--- src/rtl/hazard_pkg.sv ---
// Shared opcode classes and FSM encoding for the pipeline hazard controller.
// Opcode values follow the Control_Unit encoding.
package hazard_pkg;

    localparam logic [5:0] OP_LDR      = 6'b101001;
    localparam logic [5:0] OP_MUL      = 6'b000011;
    localparam logic [5:0] OP_MULI     = 6'b001011;
    localparam logic [5:0] OP_JMP      = 6'b111000;
    localparam logic [5:0] OP_NOT_JUMP = 6'b111111;
    localparam logic [2:0] JUMP_PREFIX = 3'b111;

    typedef enum logic {
        RUN,
        MUL_WAIT
    } state_e;

    function automatic logic is_load(input logic [5:0] op);
        return op == OP_LDR;
    endfunction

    function automatic logic is_mul(input logic [5:0] op);
        return (op == OP_MUL) || (op == OP_MULI);
    endfunction

    function automatic logic is_jump(input logic [5:0] op);
        return (op[5:3] == JUMP_PREFIX) && (op != OP_NOT_JUMP);
    endfunction

endpackage

--- src/rtl/hazard_ctrl_perf_sat_counter.sv ---
// Saturating event counter; sticks at all-ones instead of wrapping.
module perf_sat_counter #(
    parameter int W = 16
) (
    input  logic         clk_i,
    input  logic         rst_i,
    input  logic         inc_i,
    output logic [W-1:0] count_o
);

    logic [W-1:0] count_q, count_d;

    always_comb begin
        count_d = count_q;
        if (inc_i && (count_q != '1)) begin
            count_d = count_q + W'(1);
        end
    end

    always_ff @(posedge clk_i) begin
        if (rst_i) begin
            count_q <= '0;
        end else begin
            count_q <= count_d;
        end
    end

    assign count_o = count_q;

endmodule

--- src/rtl/hazard_ctrl.sv ---
// Stall/bubble/flush sequencing for load-use, multi-cycle MUL and EX jumps.
// Keeps a private shadow of the EX stage so all strobes are same-cycle.
module hazard_ctrl
    import hazard_pkg::*;
#(
    parameter int REG_W   = 4,
    parameter int MUL_LAT = 3,
    parameter int PERF_W  = 16
) (
    input  logic              clk,
    input  logic              rst,
    input  logic              id_valid,
    input  logic [5:0]        id_opcode,
    input  logic [REG_W-1:0]  id_rs1,
    input  logic [REG_W-1:0]  id_rs2,
    input  logic              id_use_rs1,
    input  logic              id_use_rs2,
    input  logic [REG_W-1:0]  id_rd,
    input  logic              id_reg_write,
    input  logic              ex_taken,
    output logic              stall_if,
    output logic              stall_id,
    output logic              stall_ex,
    output logic              bubble_ex,
    output logic              flush_id,
    output logic              pc_redirect,
    output logic              mul_busy,
    output logic [PERF_W-1:0] stall_cnt
);

    localparam bit         MUL_STALLS = (MUL_LAT > 1);
    localparam logic [3:0] MUL_CNT0   = MUL_STALLS ? 4'(MUL_LAT - 2) : 4'd0;

    state_e            state_q, state_d;
    logic [3:0]        cnt_q, cnt_d;
    logic              ex_valid_q;
    logic [REG_W-1:0]  ex_rd_q;
    logic              ex_is_load_q;
    logic              ex_is_mul_q;
    logic              ex_is_jump_q;
    logic              ex_is_jmp_q;

    logic br_hit, mul_hit, lu_hit;

    assign br_hit  = ex_valid_q && ex_is_jump_q && (ex_taken || ex_is_jmp_q);
    assign mul_hit = ex_valid_q && ex_is_mul_q && MUL_STALLS;
    assign lu_hit  = ex_valid_q && ex_is_load_q && id_valid &&
                     ((id_use_rs1 && (id_rs1 == ex_rd_q)) ||
                      (id_use_rs2 && (id_rs2 == ex_rd_q)));

    always_comb begin
        state_d     = state_q;
        cnt_d       = cnt_q;
        stall_if    = 1'b0;
        stall_id    = 1'b0;
        stall_ex    = 1'b0;
        bubble_ex   = 1'b0;
        flush_id    = 1'b0;
        pc_redirect = 1'b0;
        mul_busy    = 1'b0;
        case (state_q)
            RUN: begin
                if (br_hit) begin
                    pc_redirect = 1'b1;
                    flush_id    = 1'b1;
                    bubble_ex   = 1'b1;
                end else if (mul_hit) begin
                    stall_if = 1'b1;
                    stall_id = 1'b1;
                    stall_ex = 1'b1;
                    mul_busy = 1'b1;
                    cnt_d    = MUL_CNT0;
                    state_d  = MUL_WAIT;
                end else if (lu_hit) begin
                    stall_if  = 1'b1;
                    stall_id  = 1'b1;
                    bubble_ex = 1'b1;
                end
            end
            MUL_WAIT: begin
                mul_busy = 1'b1;
                if (cnt_q != 4'd0) begin
                    stall_if = 1'b1;
                    stall_id = 1'b1;
                    stall_ex = 1'b1;
                    cnt_d    = cnt_q - 4'd1;
                end else begin
                    state_d = RUN;
                end
            end
            default: state_d = RUN;
        endcase
    end

    always_ff @(posedge clk) begin
        if (rst) begin
            state_q <= RUN;
            cnt_q   <= 4'd0;
        end else begin
            state_q <= state_d;
            cnt_q   <= cnt_d;
        end
    end

    // A load that does not write a register cannot create a load-use hazard.
    always_ff @(posedge clk) begin
        if (rst) begin
            ex_valid_q   <= 1'b0;
            ex_rd_q      <= '0;
            ex_is_load_q <= 1'b0;
            ex_is_mul_q  <= 1'b0;
            ex_is_jump_q <= 1'b0;
            ex_is_jmp_q  <= 1'b0;
        end else if (!stall_ex) begin
            if (bubble_ex || flush_id) begin
                ex_valid_q <= 1'b0;
            end else begin
                ex_valid_q   <= id_valid;
                ex_rd_q      <= id_rd;
                ex_is_load_q <= is_load(id_opcode) && id_reg_write;
                ex_is_mul_q  <= is_mul(id_opcode);
                ex_is_jump_q <= is_jump(id_opcode);
                ex_is_jmp_q  <= (id_opcode == OP_JMP);
            end
        end
    end

    perf_sat_counter #(
        .W(PERF_W)
    ) u_stall_cnt (
        .clk_i   (clk),
        .rst_i   (rst),
        .inc_i   (stall_if),
        .count_o (stall_cnt)
    );

endmodule

--- config.mk ---
export PLATFORM = sky130hd
export DESIGN_NAME = hazard_ctrl
export DESIGN_NICKNAME = d
export VERILOG_FILES = /design/src/rtl/hazard_pkg.sv /design/src/rtl/hazard_ctrl_perf_sat_counter.sv /design/src/rtl/hazard_ctrl.sv
export SDC_FILE = /design/constraint.sdc
export NUM_CORES = 1
export LEC_CHECK = 0
export ABC_AREA = 0
export BUFFER_PORTS_ARGS = -buffer_cell sky130_fd_sc_hd__buf_2
export CORE_UTILIZATION = 30
export DETAILED_ROUTE_END_ITERATION = 16
export SETUP_SLACK_MARGIN = 0.4
export SLEW_MARGIN = 10
export SYNTH_ARGS = -nofsm -noshare
export SYNTH_HDL_FRONTEND = slang
export SYNTH_HIERARCHICAL = 1
export SYNTH_SLANG_ARGS = --single-unit
--- constraint.sdc ---
create_clock -name clk -period 7.3 [get_ports clk]
set_input_delay 1.46 -clock clk [delete_from_list [all_inputs] [get_ports clk]]
set_output_delay 1.46 -clock clk [all_outputs]
set_load 0.03 [all_outputs]
* After elaboration in Yosys (flattened, before gate mapping)
Cells that the tools add are included.
** Cells by class
- $add $sub $neg :: 2
- Equal/unequal tests :: 12
- Multiplexer cells :: 19
- Bitwise logic cells :: 3
- Reductions and logical operators :: 18
** Operators with widths (number)
- $add 16x1->16 const B :: 1
- $ne 16x16->1 const B :: 1
- $eq 6x6->1 const B :: 2
- $mux 1 :: 12
- $mux 4 :: 3
- $logic_and 1x1->1 :: 11
- $eq 4x4->1 :: 2
- $pmux 4 s2 :: 1
- $eq 6x2->1 const B :: 1
- $eq 6x4->1 const B :: 1
- $ne 6x6->1 const B :: 1
- $pmux 1 s2 :: 3
- $logic_or 1x1->1 :: 4
- $ne 2x2->1 const B :: 2
- $reduce_bool 4->1 :: 1
- $sub 4x1->4 const B :: 1
- $eq 3x3->1 const B :: 1
- $not 1->1 :: 3
- $reduce_and 3->1 :: 1
- $ne 2x1->1 const B :: 1
- $reduce_and 2->1 :: 1
** Word-level totals
- Register bits :: 30
- Output and inout port bits :: 23
- Logic and storage cells :: 63

* Logic depth before layout (Yosys ltp)
Gate-level depths: netlist of run 1.
- Word-level depth :: 11
- Gate-level depth with buffers :: 10

* By module
Netlist of run 1, hierarchy kept.
** By module, submodules not included
- hazard_ctrl :: instances 1, cells each 97, area each 859.6 µm²
- perf_sat_counter :: instances 1, cells each 99, area each 848.3 µm²

* Worst setup path before layout of run 1
No wires, ideal clock.
- Path type :: input to output
- From :: input id_rs2[3]
- To :: output stall_if
- Arrival :: 3.218 ns
- Required time :: 5.840 ns
- Slack :: 2.622 ns
- Stages on the path :: 7
- Path buffers :: 1
- Cells stage by stage :: xor2_1 nor4_1 and3_1 a31oi_2 o21ai_0 nor2b_1 buf_4
** Between the ends
- Longest elaborated chain between the ends :: 8
** RTL lines
- start, declared :: line hazard_ctrl.sv:15 : input logic [REG_W-1:0] id_rs2,
- $eq 4x4->1 :: line hazard_ctrl.sv:49 : (id_use_rs2 && (id_rs2 == ex_rd_q)));
- $logic_and 1x1->1 :: line hazard_ctrl.sv:49
- $logic_or 1x1->1 :: line hazard_ctrl.sv:48 : ((id_use_rs1 && (id_rs1 == ex_rd_q)) ||
- $logic_and 1x1->1 :: line hazard_ctrl.sv:47 : assign lu_hit = ex_valid_q && ex_is_load_q && id_valid &&
- $mux 1 (3 in a row)
- $pmux 1 s2
- end, declared :: line hazard_ctrl.sv:21 : output logic stall_if,
No other way between the ends.

* Final worst setup path of run 1
- From :: input id_rs2[3]
- To :: output stall_if
** Between the ends
- Longest elaborated chain between the ends :: 8
** RTL lines
- $eq 4x4->1 :: line hazard_ctrl.sv:49
- $logic_and 1x1->1 :: line hazard_ctrl.sv:49
- $logic_or 1x1->1 :: line hazard_ctrl.sv:48
- $logic_and 1x1->1 :: line hazard_ctrl.sv:47
- $mux 1 :: line hazard_ctrl.sv:74 : end else if (lu_hit) begin
- $mux 1 :: line hazard_ctrl.sv:67 : end else if (mul_hit) begin
- $mux 1 :: line hazard_ctrl.sv:63 : if (br_hit) begin
- $pmux 1 s2 :: line hazard_ctrl.sv:61 : case (state_q)
No other way between the ends.

==> flow_summary.json, run 1 <==
{
  "cp-start-kind": "input pin",
  "io_buffer_count": 47,
  "grt_pass1_vias": 1417,
  "yosys.cell_types.count": 47,
  "holdPathStages": 2,
  "fillCellCount": 583,
  "cts_sinks": 30,
  "ys.flop_type": "dfxtp_1",
  "core_mm2": 0.00551,
  "status": "finished clean",
  "dpl_cell_area_mm2": 0.00199,
  "cp_max_fo": 9,
  "postCtsSetupRepairBufs": 0,
  "power_density_mw_per_mm2": 158,
  "hold_path.class": "reg -> reg",
  "vias": 1569,
  "place_worst_setup_slack_ps": 2610,
  "cts_made_buffers": 5,
  "async_flop_share_pct": 0,
  "grt-ovfl-total": 0,
  "critical_path.cell_chain": "buf_2 > xor2_1 > nor4_1 > and3_1 > a31oi_2 > o21ai_0 > nor2b_1 > buf_2",
  "cp_common_cell": "buf_2",
  "yosysSeqAreaShare_pct": 35.2,
  "initial_core_util_pct": 31.0,
  "fp.dieW_um": 77.5,
  "drv_cap": 0,
  "antenna_left": 0,
  "yosys_warnings": 6,
  "h-tree-depth": 2,
  "ios": 48,
  "n_antenna_cell": 0,
  "syn_nets": 223,
  "die_area_mm2": 0.00600,
  "root_buffer": "clkbuf_8",
  "drt_pre_antenna_iters": 4,
  "antenna_found_initial": 0,
  "setup_ws_ps": 2620,
  "fmax_mhz": 214,
  "setup_tns_ps": 0,
  "slew_headroom_pct": 45.4,
  "cts_tree": "built",
  "fin_crit_sh_pct": 64.1,
  "period_minus_slack_ps": 4680,
  "synth-seq-cells": 30,
  "critPathMaxStageDelay_ps": 510,
  "die_h_um": 77.5,
  "wl_per_cell_um": 12.0,
  "grt_pass1_wl_um": 6520,
  "rsz0062_at_grt": "false",
  "slowest_stage": "nor2b_1",
  "insertion_delay_ps": 280,
  "gp_congestion": 0.724,
  "cts_hold_buf": 0,
  "synth-edff-count": 0,
  "drive_above_1_share_pct": 27.6,
  "clk_pin_slew_ps": 70,
  "ctsResizeCount": 0,
  "regArea_um2": 601,
  "drc": 0,
  "slew_violations": 0,
  "multi_input_area_mm2": 0.00104,
  "syn_area_per_cell_um2": 8.71,
  "fin_hold_ws_ps": 475,
  "cts_buffer_depth": 2,
  "final_nets": 269,
  "fin_worst_skew_ps": 9.67,
  "worstSetupPathType": "in -> out",
  "setup_viol": 0,
  "ir_worst_vdd_v": 0.0000769,
  "drt_iter0_markers": 73,
  "arrival_ps": 3220,
  "finalPower_w": 0.000331,
  "final_cell_area_mm2": 0.00209,
  "num_rows": 27,
  "dpl.hpwl_um": 2710,
  "hold_violations": 0,
  "worst_slew_pin_slew_ps": 813,
  "grt_max_degree": 38,
  "r2r.worst_path.cells": 9,
  "grt_usage_pct": 13.6,
  "cp-end-kind": "primary output",
  "avgViaCountPerCell": 4.98,
  "syn_area_mm2": 0.00171,
  "worst-endpoint-required_ps": 5840,
  "syn-instance-count": 196,
  "wirelength_um": 3790,
  "area_growth_pct": 22.3,
  "leakage_nw": 0.833
}
## layer usage
metal  global-route usage, %  wire length, µm
met5                       0                0
met4                    5.09               48
met3                    4.24              245
met2                    21.2             1710
met1                    17.4             1790
## registers in the layout, indices dropped and copies added, names as in the netlist
| register | cells |
|---|---|
| ex_is_load_q | 1 |
| ex_is_mul_q | 1 |
| ex_rd_q | 4 |
| ex_valid_q | 1 |
| u_stall_cnt/count_o | 16 |
| ex_is_jmp_q | 1 |
| cnt_q | 4 |
| state_q | 1 |
| ex_is_jump_q | 1 |
## per-stage QoR
stage          utilization [%]  instances
3_5_place_dp              36.2        307
3_3_place_gp              36.2        307
5_1_grt                   37.9        315
6_report                  37.9        315
4_1_cts                   37.9        315
2_1_floorplan                -        196
## worst max-delay path: cells and delay by family
kind | cells | cell delay, ps
AOI/OAI and AO/OA | 2 | 220
and+or+nand+nor | 3 | 990
buffers and inverters | 2 | 410
xor gates and xnor gates | 1 | 130
## cells in the mapped netlist, drive strengths merged, types with 2 or more instances
cell	n	area share (%)
dfxtp	30	35
nor2	14	3.1
a21oi	12	3.5
nand2	12	2.8
nand3	11	3.2
mux2i	9	5.3
nand2b	9	3.3
inv	8	1.8
or4	8	3.7
xor2	8	4.1
nor3	7	2.3
o21ai	7	2.3
o31ai	6	2.6
buf	4	1.4
clkbuf	4	0.88
nand4	4	2.3
nor2b	4	1.5
nor4	4	2.3
xnor2	4	2.1
a31oi	3	2.3
and3	3	1.1
and4	3	1.5
nor3b	3	1.3
or3	3	1.1
ha	2	1.5
mux2	2	1.5
nor4bb	2	1.2
or2b	2	0.88
## layout by cell type, fill, tap and decap left out, drive strengths merged, types with 2 or more instances in the layout
cell type and instances:
a21oi 12, a31oi 3, and3 3, and4 3, buf 47, clkbuf 6
dfxtp 30, ha 2, inv 8, mux2 2, mux2i 9, nand2 12
nand2b 9, nand3 11, nand4 4, nor2 14, nor2b 4, nor3 7
nor3b 3, nor4 4, nor4bb 2, o21ai 7, o31ai 6, or2b 2
or3 3, or4 8, xnor2 4, xor2 8
## cell families after synthesis
logic type | share of synthesized area [%]
and+or+nand+nor | 33.2
AOI/OAI and AO/OA | 13.2
DFF | 35.2
buffers and inverters | 4.03
xor gates and xnor gates | 6.15
muxes | 6.81
adders and majority gates | 1.46
## power by group
part | switching, W | internal [W] | leakage [nW] | total, W
Combinational | 0.0000107 | 0.0000111 | 0.543 | 0.0000218
Sequential | 0.00000222 | 0.000166 | 0.243 | 0.000168
Clock | 0.0000656 | 0.0000757 | 0.0472 | 0.000141
Total | 0.0000786 | 0.000252 | 0.833 | 0.000331
## cell type report
cell class,count,area share (%)
Clock buffer,6,3.95
Clock inverter,2,0.599
Inverter,8,1.44
Tap cell,72,4.31
Timing Repair Buffer,47,11.3
Multi-Input combinational cell,150,49.7
Sequential cell,30,28.7
## final timing paths
| path | start | to | slack, ps |
|---|---|---|---|
| worst max-delay path | id_rs2[3] | stall_if | 2620 |
| worst min-delay path | ex_is_load_q | ex_is_load_q | 480 |
| worst max register to register | ex_rd_q[3] | u_stall_cnt/count_o[11] | 4340 |
| worst min register to register | ex_is_load_q | ex_is_load_q | 480 |
No activity file was read; power rests on OpenSTA's default activity.
==> inputs of run 2 (changes only) <==
--- a/config.mk
+++ b/config.mk
@@ -5,7 +5,7 @@
 export SDC_FILE = /design/constraint.sdc
 export NUM_CORES = 1
 export LEC_CHECK = 0
-export ABC_AREA = 0
+export ABC_AREA = 1
 export BUFFER_PORTS_ARGS = -buffer_cell sky130_fd_sc_hd__buf_2
 export CORE_UTILIZATION = 30
 export DETAILED_ROUTE_END_ITERATION = 16
==> constraint.sdc (replaced) <==
create_clock -name clk -period 3.9 [get_ports clk]
set_input_delay 0.78 -clock clk [delete_from_list [all_inputs] [get_ports clk]]
set_output_delay 0.78 -clock clk [all_outputs]
set_load 0.03 [all_outputs]
==> run 2 against run 1 <==
Clock power rose by 65%. Synthesized cell count rose by 54%. Flip-flop and latch count did not move. Worst hold slack got worse by 3.4 ps. Clock skew fell by 4.4 ps. Sequential share of layout area fell by 2.1 points.
==> flow_summary.json, run 2 <==
{
  "status": "finished clean",
  "mostFrequentLayoutCell": "nand2_1",
  "synth-edff-count": 0,
  "ctsResizeCount": 0,
  "num_rows": 28,
  "fin_hold_ws_ps": 472,
  "hold_violations": 0,
  "drt_iter0_markers": 75,
  "slowest_stage": "buf_4",
  "root_buffer": "clkbuf_8",
  "cp_max_fo": 21,
  "gp_congestion": 0.844,
  "wirelength_um": 4170,
  "synthTopCellsByArea": "dfxtp_1 (31%), nand2_1 (16%), nor2_1 (11%)",
  "cp-end-kind": "primary output",
  "rr_endpoint": "u_stall_cnt/count_o[10]",
  "cts_hold_buf": 0,
  "critical_path.startpoint": "ex_taken",
  "core_mm2": 0.00606,
  "drc": 0,
  "setup_ws_ps": 1160,
  "final_cell_area_mm2": 0.00226,
  "slew_headroom_pct": 67.9,
  "grt-ovfl-total": 0,
  "critPathMaxStageDelay_ps": 210,
  "syn_nets": 329,
  "die_area_mm2": 0.00672,
  "fp.dieW_um": 82.0,
  "layout_common_cells": "nand2_1 (83), nor2_1 (56), buf_2 (47)",
  "critical_path.cell_chain": "buf_2 > o21bai_4 > nor2_4 > inv_2 > nand2_4 > inv_4 > nand2_4 > o31ai_1 > buf_4 > buf_2",
  "place_worst_setup_slack_ps": 1160,
  "die_h_um": 82.0,
  "syn_area_per_cell_um2": 6.35,
  "yosysSeqAreaShare_pct": 31.3,
  "ios": 48,
  "cp_num_cells": 10,
  "antenna_found_initial": 0,
  "setup_tns_ps": 0,
  "slew_violations": 0,
  "setup_viol": 0,
  "avgViaCountPerCell": 4.47,
  "area_growth_pct": 17.7,
  "critPathTopFamily": "buffers and inverters",
  "dpl.hpwl_um": 3240,
  "ys.flop_type": "dfxtp_1",
  "cts_tree": "built",
  "yosysTopAreaCell": "dfxtp_1",
  "initial_core_util_pct": 31.6,
  "worstReg2RegStart": "ex_valid_q",
  "cts_sinks": 30,
  "largest_reg_flops": 16,
  "vias": 1894,
  "worstSetupPathType": "in -> out",
  "final_nets": 376,
  "fmax_mhz": 365,
  "fin_worst_skew_ps": 5.30,
  "r2r.worst_path.cells": 15,
  "h-tree-depth": 2,
  "n_antenna_cell": 0,
  "power_density_mw_per_mm2": 269,
  "cts_made_buffers": 5,
  "antenna_left": 0,
  "synth-seq-cells": 30,
  "grt_pass1_vias": 1728,
  "dpl_cell_area_mm2": 0.00218,
  "wl_per_cell_um": 9.83,
  "leakage_nw": 1.16,
  "worst_slew_pin_slew_ps": 481,
  "cts_buffer_depth": 2,
  "drive_above_1_share_pct": 22.9,
  "grt_max_degree": 22,
  "rsz0062_at_grt": "false",
  "syn-instance-count": 302,
  "worst-endpoint-required_ps": 3120,
  "period_minus_slack_ps": 2740,
  "worst-path-buf-inv": 5,
  "cp-start-kind": "input pin",
  "final_core_util_pct": 37.3,
  "arrival_ps": 1960,
  "synth_top_area_share_pct": 31.3,
  "netlist_top_cells_count": "nand2_1 (83), nor2_1 (56), inv_1 (36)",
  "syn_area_mm2": 0.00192,
  "ir_worst_vdd_v": 0.000164,
  "hold_path.class": "reg -> reg",
  "grt_usage_pct": 14.0,
  "insertion_delay_ps": 280,
  "postCtsSetupRepairBufs": 0,
  "drv_cap": 0,
  "drt_pre_antenna_iters": 4,
  "yosys.cell_count.top_type": "nand2_1",
  "async_flop_share_pct": 0,
  "clk_pin_slew_ps": 60,
  "yosys.cell_types.count": 33,
  "yosys_warnings": 6,
  "r2r_slack_ps": 1800,
  "fillCellCount": 667,
  "grt_pass1_wl_um": 7310,
  "io_buffer_count": 47,
  "fin_crit_sh_pct": 70.2,
  "crit_end": "stall_if"
}
## run 2: cell count changes after synthesis, moves of 7 or more
cell      previous run  this run
nand2_1             11        83
or4_1                7         0
mux2i_1              9         0
xor2_1               8         0
nor2_2               0        10
inv_1                8        36
nand3_1             11        27
nor2_1              14        56
nand2b_1             9         0
## run 2: worst register-to-register path: stages (launching register included)
cell      delay [ps]
dfxtp_1          390
nand2_1           70
o21bai_4         170
nor2_4           130
inv_2             70
nand2_4           90
inv_4             40
nand2_4          190
o31ai_1          110
buf_4            180
nand2_1          110
inv_1             60
nand3_1          130
inv_1             70
a21oi_1          130
nor2_1            60
## run 2: layout make-up
type	instances	area [µm²]	share of cell area, %
Sequential cell	30	601	26.6
Clock buffer	7	76.3	3.38
Tap cell	75	93.8	4.16
Multi-Input combinational cell	225	1090	48.5
Inverter	39	150	6.65
Timing Repair Buffer	48	243	10.7
## run 2: metal layers
metal / global-route usage (%) / share of wire [%] / vias up
met1: 17.6 / 50 / 819
met5: 0 / 0 / -
li1: - / - / 1028
met2: 22.7 / 44 / 38
met4: 5.09 / 1.7 / 0
met3: 3.78 / 4.8 / 9
## run 2: how the worst min path moves through the flow
stage / cells past startpoint / end / start / slack, ps
detailed placement: 2 / cnt_q[1] / cnt_q[1] / 450
global route: 2 / cnt_q[1] / cnt_q[1] / 500
global placement: 2 / cnt_q[1] / cnt_q[1] / 450
finish: 2 / cnt_q[1] / cnt_q[1] / 470
floorplan: 2 / cnt_q[1] / cnt_q[1] / 430
CTS: 2 / cnt_q[1] / cnt_q[1] / 470
## run 2: cell families after synthesis
kind of cell	Yosys count	synth area share, %
adder cells (fa/ha/maj)	2	1.30
flip-flops	30	31.3
XOR/XNOR	2	0.913
AND/OR/NAND/NOR	198	47.9
AO/OA/AOI/OAI	23	6.98
buffers and inverters	47	11.6
## run 2: power breakdown
group	switching, W	internal [W]
sequential	0.00000499	0.000312
clock	0.000110	0.000123
combinational	0.0000328	0.0000247
## run 2: stage by stage
stage,power (W),instances
floorplan,0.000361,302
global placement,0.000380,417
detailed placement,0.000382,417
CTS,0.000618,424
global route,0.000641,424
finish,0.000607,424
==> inputs of run 3 (changes only) <==
--- a/config.mk
+++ b/config.mk
@@ -5,7 +5,7 @@
 export SDC_FILE = /design/constraint.sdc
 export NUM_CORES = 1
 export LEC_CHECK = 0
-export ABC_AREA = 1
+export ABC_AREA = 0
 export BUFFER_PORTS_ARGS = -buffer_cell sky130_fd_sc_hd__buf_2
 export CORE_UTILIZATION = 30
 export DETAILED_ROUTE_END_ITERATION = 16
==> constraint.sdc (replaced) <==
create_clock -name clk -period 2.4 [get_ports clk]
set_input_delay 0.48 -clock clk [delete_from_list [all_inputs] [get_ports clk]]
set_output_delay 0.48 -clock clk [all_outputs]
set_load 0.03 [all_outputs]
==> run 3 against run 2 <==
Combinational power increased by 40%. Die area shrank 11%. First-iteration DRC count shrank 4.0%. Critical path depth shrank 2. Design area is 8.4% higher. Via count is 12% lower. Worst hold slack got worse by 22 ps. Total power grew 68%. Sequential power increased by 61%. Clock power up 84%. Core utilization rose by 7.2 points. Clock-buffer cell count is 1 lower. Largest cell class unchanged.
==> flow_summary.json, run 3 (synthesis gave the netlist of run 1 again) <==
{
  "worst-endpoint-required_ps": 1920,
  "drv_cap": 0,
  "fmax_mhz": 437,
  "num_rows": 27,
  "grt-ovfl-total": 0,
  "period_minus_slack_ps": 2290,
  "cts_tree": "built",
  "core_mm2": 0.00551,
  "wl_per_cell_um": 12.6,
  "antenna_found_initial": 0,
  "worst_slew_pin_slew_ps": 668,
  "power_density_mw_per_mm2": 417,
  "largest_reg_flops": 16,
  "final_cell_count_no_fill": 338,
  "cp_max_fo": 3,
  "fin_crit_sh_pct": 95.3,
  "initial_core_util_pct": 31.0,
  "fillCellCount": 547,
  "grt_max_degree": 38,
  "clk_pin_slew_ps": 60,
  "worstSetupPathType": "reg -> out",
  "gp_congestion": 0.717,
  "cts_made_buffers": 5,
  "regArea_um2": 607,
  "h-tree-depth": 2,
  "cp-start-kind": "flop",
  "n_antenna_cell": 0,
  "avgViaCountPerCell": 4.93,
  "hold_violations": 0,
  "wirelength_um": 4280,
  "drt_pre_antenna_iters": 4,
  "io_buffer_count": 47,
  "status": "finished clean",
  "die_h_um": 77.5,
  "leakage_nw": 0.984,
  "cts_buffer_depth": 2,
  "slew_violations": 0,
  "insertion_delay_ps": 280,
  "grt_pass1_wl_um": 7030,
  "cts_hold_buf": 0,
  "rsz0062_at_grt": "true",
  "area_growth_pct": 43.4,
  "final_cell_area_mm2": 0.00245,
  "dpl.hpwl_um": 2920,
  "slew_headroom_pct": 55.5,
  "arrival_ps": 1810,
  "cts_sinks": 30,
  "fin_worst_skew_ps": 12.4,
  "grt_pass1_vias": 1533,
  "ir_worst_vdd_v": 0.000147,
  "hold_path.class": "in -> reg",
  "dpl_cell_area_mm2": 0.00212,
  "fp.dieW_um": 77.5,
  "final_nets": 292,
  "drive_above_1_share_pct": 45.9,
  "grt_usage_pct": 14.6,
  "die_area_mm2": 0.00600,
  "root_buffer": "clkbuf_8",
  "multi_input_area_mm2": 0.00117,
  "ios": 48,
  "layout_common_cells": "buf_2 (42), dfxtp_1 (25), buf_4 (19)",
  "antenna_left": 0,
  "setup_viol": 0,
  "vias": 1667,
  "drt_iter0_markers": 72,
  "drc": 0,
  "place_inst": 320,
  "mostFrequentLayoutCell": "buf_2",
  "cp-end-kind": "primary output"
}
==> run 3: cell types whose count changed in the layout (fill, tap and decap cells not counted), sizes merged, moves of 8 or more <==
cell    previous run  this run
buf               48        69
nand2b             0         9
or4                0         8
nor2              70        14
mux2i              0         9
nand2             89        12
nand3             28        11
xor2               0         8
inv               38         8
==> run 3: metrics by stage <==
step / total power, W / utilization, % / TNS [ps] / hold WS [ps] / setup slack [ps]
final: 0.00102 / 44.5 / 0 / 450 / 112
after CTS: 0.00103 / 42.5 / 0 / 445 / 102
after detailed placement: 0.000595 / 38.6 / -441 / 488 / -73.7
after global routing: 0.00106 / 44.5 / -502 / 456 / -90.9
after global placement: 0.000593 / 38.6 / -599 / 483 / -84.0
after floorplan: 0.000560 / - / -144 / 448 / -45.7
==> run 3: final timing paths <==
kind	slack, ps	startpoint	endpoint	cells past startpoint
worst min-delay path	450	id_rd[1]	ex_rd_q[1]	3
worst max register to register	160	ex_rd_q[3]	u_stall_cnt/count_o[6]	11
worst max-delay path	110	ex_rd_q[3]	stall_id	8
worst min register to register	500	ex_is_load_q	ex_is_load_q	2
==> run 3: power by group <==
part / internal, W / switching (W)
Clock: 0.000230 / 0.000199
Combinational: 0.0000416 / 0.0000389
Sequential: 0.000505 / 0.00000595
==> run 3: critical path, cell delays in order (launching register included) <==
cell and delay [ps]:
dfxtp_2 340, buf_6 120, xor2_2 160, nor3_2 240
a31oi_4 110, o21ai_1 120, nor2b_4 180, buf_6 120
buf_6 120
==> run 3: cell type report <==
class	count	share of cell area [%]
Clock inverter	2	0.511
Tap cell	72	3.68
Multi-Input combinational cell	150	47.9
Inverter	8	1.33
Timing Repair Buffer	70	18.4
Sequential cell	30	24.8
Clock buffer	6	3.37
==> run 3: routing by layer <==
metal | share of wire [%] | wire (µm) | global-route usage, %
met5 | 0 | 0 | 0
met4 | 0.98 | 42 | 5.85
met3 | 2.9 | 126 | 3.29
met2 | 46 | 1960 | 22.7
met1 | 50 | 2150 | 19.3
==> run 3: repair_timing <==
| action | 4_1_cts | 5_1_grt |
|---|---|---|
| gates resized for setup | 23 | 25 |
| setup buffers | 7 | 2 |
| pin swaps | 8 | 12 |
| cloned | 0 | 1 |
| endpoints found under the setup margin | 18 | 23 |
| hold endpoints to repair | 0 | 0 |
